`config.mk`:
```
export PLATFORM = sky130hd
export DESIGN_NAME = counter_timer_ctrl
export DESIGN_NICKNAME = d
export VERILOG_FILES = /design/src/rtl/counter_ctrl_pkg.sv /design/src/rtl/counter_load_updn.sv /design/src/rtl/counter_timer_ctrl.sv
export SDC_FILE = /design/constraint.sdc
export NUM_CORES = 1
export LEC_CHECK = 0
export BUFFER_PORTS_ARGS = -buffer_cell sky130_fd_sc_hd__buf_2
export CORE_MARGIN = 4
export CORE_UTILIZATION = 56
export DETAILED_ROUTE_END_ITERATION = 8
export GPL_ROUTABILITY_DRIVEN = 0
export PLACE_DENSITY = 0.85
export SYNTH_ARGS = -nofsm -noshare
export SYNTH_HDL_FRONTEND = slang
export SYNTH_SLANG_ARGS = --single-unit
```
`constraint.sdc`:
```
create_clock -name clk -period 3.3 [get_ports clk]
set_input_delay 0.165 -clock clk [delete_from_list [all_inputs] [get_ports clk]]
set_output_delay 0.165 -clock clk [all_outputs]
set_load 0.005 [all_outputs]
```
`src/rtl/counter_ctrl_pkg.sv`:
```
// Shared encodings for the counter timer controller.
// Holds state codes, mode and direction values.
package counter_ctrl_pkg;

  typedef logic [1:0] state_t;

  localparam state_t ST_IDLE = 2'd0;
  localparam state_t ST_LOAD = 2'd1;
  localparam state_t ST_RUN  = 2'd2;
  localparam state_t ST_DONE = 2'd3;

  localparam logic MODE_ONESHOT  = 1'b0;
  localparam logic MODE_PERIODIC = 1'b1;

  localparam logic DIR_UP   = 1'b0;
  localparam logic DIR_DOWN = 1'b1;

endpackage

```
`src/rtl/counter_load_updn.sv`:
```
// Loadable N-bit up/down counter.
// Ports: clk, reset_al_in (sync, active low), load_in/d_in, en_in, dir_in, count_out.
module counter_load_updn #(
  parameter int N = 8
) (
  input  logic         clk,
  input  logic         reset_al_in,
  input  logic         load_in,
  input  logic [N-1:0] d_in,
  input  logic         en_in,
  input  logic         dir_in,
  output logic [N-1:0] count_out
);

  always_ff @(posedge clk) begin
    if (!reset_al_in) begin
      count_out <= '0;
    end else if (load_in) begin
      count_out <= d_in;
    end else if (en_in) begin
      if (dir_in)
        count_out <= count_out - N'(1);
      else
        count_out <= count_out + N'(1);
    end
  end

endmodule

```
`src/rtl/counter_timer_ctrl.sv`:
```
// Programmable timer sequencer around a loadable up/down counter.
// Ports: clk, reset_al_in, start/stop/pause, period/mode/dir in;
//   count, busy, tick, done, err out (all registered).
module counter_timer_ctrl
  import counter_ctrl_pkg::*;
#(
  parameter int N = 8
) (
  input  logic         clk,
  input  logic         reset_al_in,
  input  logic         start_in,
  input  logic         stop_in,
  input  logic         pause_in,
  input  logic [N-1:0] period_in,
  input  logic         mode_in,
  input  logic         dir_in,
  output logic [N-1:0] count_out,
  output logic         busy_out,
  output logic         tick_out,
  output logic         done_out,
  output logic         err_out
);

  state_t state;
  state_t nxt;

  logic [N-1:0] per_q;
  logic         mode_q;
  logic         dir_q;

  logic [N-1:0] init_val;
  logic [N-1:0] term_val;
  logic         at_term;
  logic         start_ok;
  logic         start_bad;

  logic         ld;
  logic         en;
  logic [N-1:0] d;
  logic         cap;
  logic         tick_d;
  logic         err_d;

  logic         busy_q;
  logic         done_q;
  logic         tick_q;
  logic         err_q;

  assign start_ok  = start_in && (period_in != '0);
  assign start_bad = start_in && (period_in == '0);

  // Up counts 0..P-1, down counts P-1..0.
  assign init_val = (dir_q == DIR_DOWN) ? per_q - N'(1) : '0;
  assign term_val = (dir_q == DIR_DOWN) ? '0 : per_q - N'(1);
  assign at_term  = (count_out == term_val);

  counter_load_updn #(
    .N(N)
  ) u_cnt (
    .clk        (clk),
    .reset_al_in(reset_al_in),
    .load_in    (ld),
    .d_in       (d),
    .en_in      (en),
    .dir_in     (dir_q),
    .count_out  (count_out)
  );

  always_ff @(posedge clk) begin
    if (!reset_al_in)
      state <= ST_IDLE;
    else
      state <= nxt;
  end

  always_comb begin
    nxt = state;
    unique case (1'b1)
      (state == ST_IDLE): begin
        if (!stop_in && start_ok)
          nxt = ST_LOAD;
      end
      (state == ST_LOAD): begin
        nxt = stop_in ? ST_IDLE : ST_RUN;
      end
      (state == ST_RUN): begin
        if (stop_in)
          nxt = ST_IDLE;
        else if (!pause_in && at_term &&
                 mode_q == MODE_ONESHOT)
          nxt = ST_DONE;
      end
      (state == ST_DONE): begin
        if (stop_in)
          nxt = ST_IDLE;
        else if (start_ok)
          nxt = ST_LOAD;
      end
      default: nxt = ST_IDLE;
    endcase
  end

  always_comb begin
    ld     = 1'b0;
    en     = 1'b0;
    d      = init_val;
    cap    = 1'b0;
    tick_d = 1'b0;
    err_d  = 1'b0;
    unique case (1'b1)
      (state == ST_IDLE): begin
        if (!stop_in) begin
          cap   = start_ok;
          err_d = start_bad;
        end
      end
      (state == ST_LOAD): begin
        ld = !stop_in;
      end
      (state == ST_RUN): begin
        if (!stop_in && !pause_in) begin
          if (at_term) begin
            tick_d = 1'b1;
            // One-shot leaves the count parked on terminal.
            ld     = (mode_q == MODE_PERIODIC);
          end else begin
            en = 1'b1;
          end
        end
      end
      (state == ST_DONE): begin
        if (stop_in) begin
          ld = 1'b1;
          d  = '0;
        end else begin
          cap   = start_ok;
          err_d = start_bad;
        end
      end
      default: ;
    endcase
  end

  always_ff @(posedge clk) begin
    if (!reset_al_in) begin
      per_q  <= '0;
      mode_q <= MODE_ONESHOT;
      dir_q  <= DIR_UP;
      busy_q <= 1'b0;
      done_q <= 1'b0;
      tick_q <= 1'b0;
      err_q  <= 1'b0;
    end else begin
      if (cap) begin
        per_q  <= period_in;
        mode_q <= mode_in;
        dir_q  <= dir_in;
      end
      busy_q <= (nxt == ST_LOAD) || (nxt == ST_RUN);
      done_q <= (nxt == ST_DONE);
      tick_q <= tick_d;
      err_q  <= err_d;
    end
  end

  assign busy_out = busy_q;
  assign done_out = done_q;
  assign tick_out = tick_q;
  assign err_out  = err_q;

endmodule

```
Yosys cells after proc, flatten, opt, wreduce, memory -nomap -nowiden:

Cells that the tools add are included.
Widths: inputs -> output; s select.

* reductions and logical operators: 16
* bitwise gates (word level): 3
* mux-type cells: 24
* add/sub/neg operators: 3
* equal/unequal tests: 7

Operator list (count)
* $mux 8: 7
* $sub 8x1->8 const B: 2
* $mux 2: 6
* $mux 1: 9
* $add 8x1->8 const B: 1
* $eq 2x2->1 const B: 4
* $eq 8x8->1: 1
* $logic_not 8->1: 1
* $pmux 2 s4: 1
* $reduce_bool 8->1: 1
* $logic_and 1x1->1: 6
* $eq 2x1->1 const B: 2
* $not 1->1: 3
* $pmux 1 s3: 1
* $reduce_and 3->1: 1
* $reduce_or 3->1: 1
* $logic_not 1->1: 2
* $logic_not 2->1: 1
* $reduce_bool 2->1: 1
* $reduce_or 2->1: 1
* $logic_or 1x1->1: 1

* flip-flop bits (word level): 24
* output and inout port bits: 12

Longest topological paths before layout:

* depth after elaboration: 10
* gate-level depth with buffers: 11

By module:

Synthesis repeated with hierarchy kept, for this count alone.

* cells, all modules: 222
* area total of the unflattened synthesis: 1853.0 um2

Modules (own cells, without submodules)
* counter_timer_ctrl: cells each 132, area an instance 1136.1 um2, instances 1
* counter_load_updn: cells each 90, area an instance 716.9 um2, instances 1

Worst setup path after synthesis:

Ideal clock, no wire load.

* path type: reg2reg
* start point: reg per_q[0]
* end point: reg u_cnt.count_out[0]
* arrival time: 2.796 ns
* buffers on the path: 1
* required time: 3.224 ns
* setup time: 0.076 ns
* path slack: 0.428 ns
* stages on the path, launching flop included: 12
* cells stage by stage: dfxtp_1 > inv_1 > ha_1 > nor4bb_1 > a31oi_1 > o32a_1 > a2111o_1 > nor4b_4 > a31oi_2 > or3b_1 > buf_2 > o22ai_1

* cells in the longest elaborated chain, start to end: 7
* elaborated cells on any way between the ends: 14
* classes of those cells: 1 x add/sub; 1 x eq/ne; 11 x mux; 1 x reduce/logical

RTL lines
* from (decl): RTL line counter_timer_ctrl.sv:27 `logic [N-1:0] per_q;`
* from (signal assigned): RTL line counter_timer_ctrl.sv:155 `per_q <= period_in;`
* $sub 8x1->8 (*): RTL line counter_timer_ctrl.sv:53, counter_timer_ctrl.sv:54
* $mux 8: RTL line counter_timer_ctrl.sv:54 `assign term_val = (dir_q == DIR_DOWN) ? '0 : per_q - N'(1);`
* $eq 8x8->1: RTL line counter_timer_ctrl.sv:55 `assign at_term = (count_out == term_val);`
* $mux 1: RTL line counter_timer_ctrl.sv:122 `if (at_term) begin`
* $mux 1: RTL line counter_timer_ctrl.sv:121 `if (!stop_in && !pause_in) begin`
* $pmux 1 s3 or $mux 1 (tied branches): RTL line counter_timer_ctrl.sv:110 `unique case (1'b1)`
* $mux 8 or $reduce_bool 2->1 (tied branches)
* to (signal assigned): RTL line counter_load_updn.sv:19 `count_out <= d_in;`
* to (signal assigned): RTL line counter_load_updn.sv:22 `count_out <= count_out - N'(1);`
* to (signal assigned): RTL line counter_load_updn.sv:24 `count_out <= count_out + N'(1);`
* to (decl): RTL line counter_load_updn.sv:12 `output logic [N-1:0] count_out`

Mark *: on every way between the ends. The rest lies on a longest branch, timed or not.
A chain may end at the register's enable or synchronous reset.

Worst setup path after layout:

* start point: reg per_q[0]
* end point: reg u_cnt.count_out[6]

The elaborated chain is that of the path after synthesis.

==> flow_metrics.py <==
metrics = {
    "synth": {
        "synth-seq-area-share": 0.289,
        "async_reset_ff_frac": 0,
        "synthAdderAreaFrac": 0.102,
        "syn_nets": 212,
        "yosysTopAreaCell": "dfxtp_1",
        "synth_edf_count": 0,
        "synth-seq-cells": 24,
        "syn_avg_cell_area_um2": 9.02,
        "netlist_instances": 184,
        "synth_flop_cell": "dfxtp_1",
        "synth_top_family_by_area": "simple AND/OR/NAND/NOR gates",
        "synth_xor_xnor_area_share": 0.0844,
        "ys_warn_count": 0,
        "yosysTopAreaCellShare": 0.289,
        "synth_cell_types": 48,
        "synthSimpleGateAreaFrac": 0.244,
        "synth_compound_area_frac": 0.159,
        "synthesis.area_um2": 1660,
        "synthMuxAreaShare": 0.0852,
        "synth_area_leaders": "dfxtp_1 29%, ha_1 9.0%, mux2i_1 7.8%, nor2b_1 5.3%, xnor2_1 4.7%",
    },
    "outcome": {
        "status": "finished clean",
    },
    "detailed_routing": {
        "drt_iter0_drc": 76,
        "drc": 0,
        "detail_route.wirelength_um": 3470,
        "antenna_left": 0,
        "vias": 1469,
        "drt_pass1_iterations": 4,
        "post_drt_wl_per_cell_um": 14.3,
        "vias_per_cell": 6.05,
    },
    "sta": {
        "finalSetupTns_ns": 0,
        "fin_skew_ns": 0.00180,
        "period_minus_slack_ns": 3.08,
        "slew_violations": 0,
        "setup_violations": 0,
        "period_share": 0.934,
        "max_freq_mhz": 325,
        "final_hold_viol_count": 0,
        "slew_headroom": 0.651,
        "rsz0062_at_grt": "no",
        "tightest_slew_ns": 0.521,
    },
    "placed_design": {
        "dpl-instance-area_um2": 1820,
        "io_buffers": 26,
        "dp.cells": 237,
        "dp_hpwl_um": 2540,
    },
    "critical_path": {
        "timing.rr.start": "per_q[0]",
        "r2r_slack_ns": 0.22,
        "path_max_fanout": 7,
        "crit_required_ns": 3.55,
        "path_class": "flop to flop",
        "crit_arrival_ns": 3.33,
        "crit_path_start_kind": "flop",
        "rr_endpoint": "u_cnt.count_out[6]",
        "cp-end-kind": "flop",
        "r2r_cells": 11,
    },
    "hold_path": {
        "hp-class": "primary input to flop",
        "hold_depth": 3,
        "hp-start": "start_in",
        "worst_hold_path.endpoint": "err_out",
    },
    "grt": {
        "grt_overflow": 0,
        "antenna_found_initial": 0,
        "grt_pass1_vias": 1339,
        "grt_pass1_wl_um": 5760,
        "grt_max_degree": 21,
        "grt_usage": 0.179,
    },
    "cells_and_area": {
        "area_growth_syn_to_layout_pct": 14.4,
        "multi_input_area_um2": 1130,
        "final_nets": 241,
        "seq_area_um2": 482,
        "drive_gt1_frac": 0.208,
        "final_cell_count_no_fill": 243,
        "final_area_um2": 1900,
        "diodes": 0,
        "fill_cells": 239,
    },
    "clocking": {
        "cts_max_level": 1,
        "cts_inserted_buffers": 3,
        "cts_tree": "yes",
        "clkLatencyLatePin_ns": 0.32,
        "path_clk_slew_ns": 0.13,
        "cts_sinks": 24,
        "ctsHoldBuffers": 0,
        "root_buffer": "clkbuf_4",
        "clockBufferDepth": 2,
    },
    "die": {
        "die_y_um": 62.5,
        "fp-row-count": 19,
        "die_w_um": 62.5,
        "pin_count": 27,
        "initial_core_util": 0.592,
        "core_area_um2": 2810,
        "die_area_um2": 3900,
    },
    "power": {
        "peakVddDrop_mv": 0.314,
        "p_leak_nw": 0.796,
        "powerDensity_nw_per_um2": 359,
    },
    "job": {
        "maxCapViolations": 0,
    },
}
## critical path, cell delays in order, from the launching register on
cell and delay (ns):
dfxtp_2 0.40, inv_1 0.07, ha_1 0.35, nor4bb_1 0.27
a31oi_1 0.07, o32a_1 0.18, a2111o_1 0.40, nor4b_4 0.28
buf_4 0.19, a31oi_2 0.15, or3b_4 0.48, o22ai_1 0.17
## flip-flops by register name (all words and copies together) (netlist names)
| name | count |
|---|---|
| err_out | 1 |
| dir_q | 1 |
| done_out | 1 |
| per_q | 8 |
| u_cnt.count_out | 8 |
| mode_q | 1 |
| state | 2 |
| busy_out | 1 |
| tick_out | 1 |
## cell type report
type / instances / share of cell area
clock buffers: 3 / 0.0119
well taps: 31 / 0.0204
repair buffers: 30 / 0.0843
inverters: 9 / 0.0178
flip-flops and latches: 24 / 0.254
clock inverters: 1 / 0.0158
multi-input cells: 145 / 0.596
## cells by family after synthesis
kind of cell             after synthesis
AND/OR/NAND/NOR                       62
AO/OA/AOI/OAI                         40
adder cells (fa/ha/maj)               13
multiplexers                          14
flip-flops                            24
XOR/XNOR                              16
buffers and inverters                 15
## per-layer routing
metal	vias up	track usage	part of all wire
met1	681	0.224	0.45
met4	0	0.0661	0.014
met5	-	0	0
li1	740	-	-
met3	6	0.0396	0.054
met2	42	0.300	0.48
## timing repair
item	in CTS	in global routing
endpoints found under the setup margin	0	9
endpoints found under the hold margin	0	0
setup buffers	0	2
resized for setup	0	4
## per-stage QoR
stage                      util  worst slack [ns]  hold WS, ns  total power [mW]
after floorplan               -             0.428        0.320             0.430
after global routing      0.677            0.0182       0.0872             0.722
final                     0.677             0.219       0.0987             0.682
after CTS                 0.667            0.0959       0.0949             0.677
after detailed placement  0.649             0.180        0.442             0.466
after global placement    0.649             0.228        0.427             0.464
## synthesized netlist by cell type, types with 2 or more instances
library cell  number
nor3_1             4
a21oi_1            8
o2111ai_1          2
xnor2_1            9
nor3b_1            2
nor4_1             2
ha_1              12
mux2i_1           13
xor2_1             7
inv_1              9
or3_1              2
nand3_1            3
nand2_1            7
a31oi_1            4
nor2b_1           14
o22ai_1            7
clkbuf_1           4
nor2_1             8
a311oi_1           2
and2_1             4
dfxtp_1           24
o21ai_0            7
o31ai_1            2
buf_2              2
nand2b_1           3
## cells in the final DEF, fill, tap and decap left out, types with 2 or more instances in the layout
cell,count
buf_2,26
ha_1,12
and2_1,4
a31oi_1,4
nor3_1,4
clkbuf_4,3
a21oi_1,8
mux2i_1,13
buf_4,4
inv_1,9
nand2b_1,3
o31ai_1,2
a311oi_1,2
or3_1,2
o21ai_0,7
nand2_1,7
nor2_1,8
nor2b_1,14
nand3_1,3
xor2_1,7
o2111ai_1,2
nor4_1,2
xnor2_1,9
dfxtp_1,23
o22ai_1,7
## worst max-delay path by stage
stage,from,end,slack (ns)
after detailed placement,per_q[0],u_cnt.count_out[4],0.18
final,per_q[0],u_cnt.count_out[6],0.22
after global routing,per_q[0],u_cnt.count_out[6],0.02
after CTS,per_q[0],u_cnt.count_out[6],0.1
after global placement,per_q[0],u_cnt.count_out[3],0.23
after floorplan,per_q[0],u_cnt.count_out[0],0.43
## power by group
group | switching (mW) | internal [mW] | total [mW]
Sequential | 0.0153 | 0.301 | 0.317
Clock | 0.0905 | 0.123 | 0.213
Combinational | 0.0817 | 0.0706 | 0.152
Total | 0.188 | 0.495 | 0.682
Power figures use the tool's default switching activity.
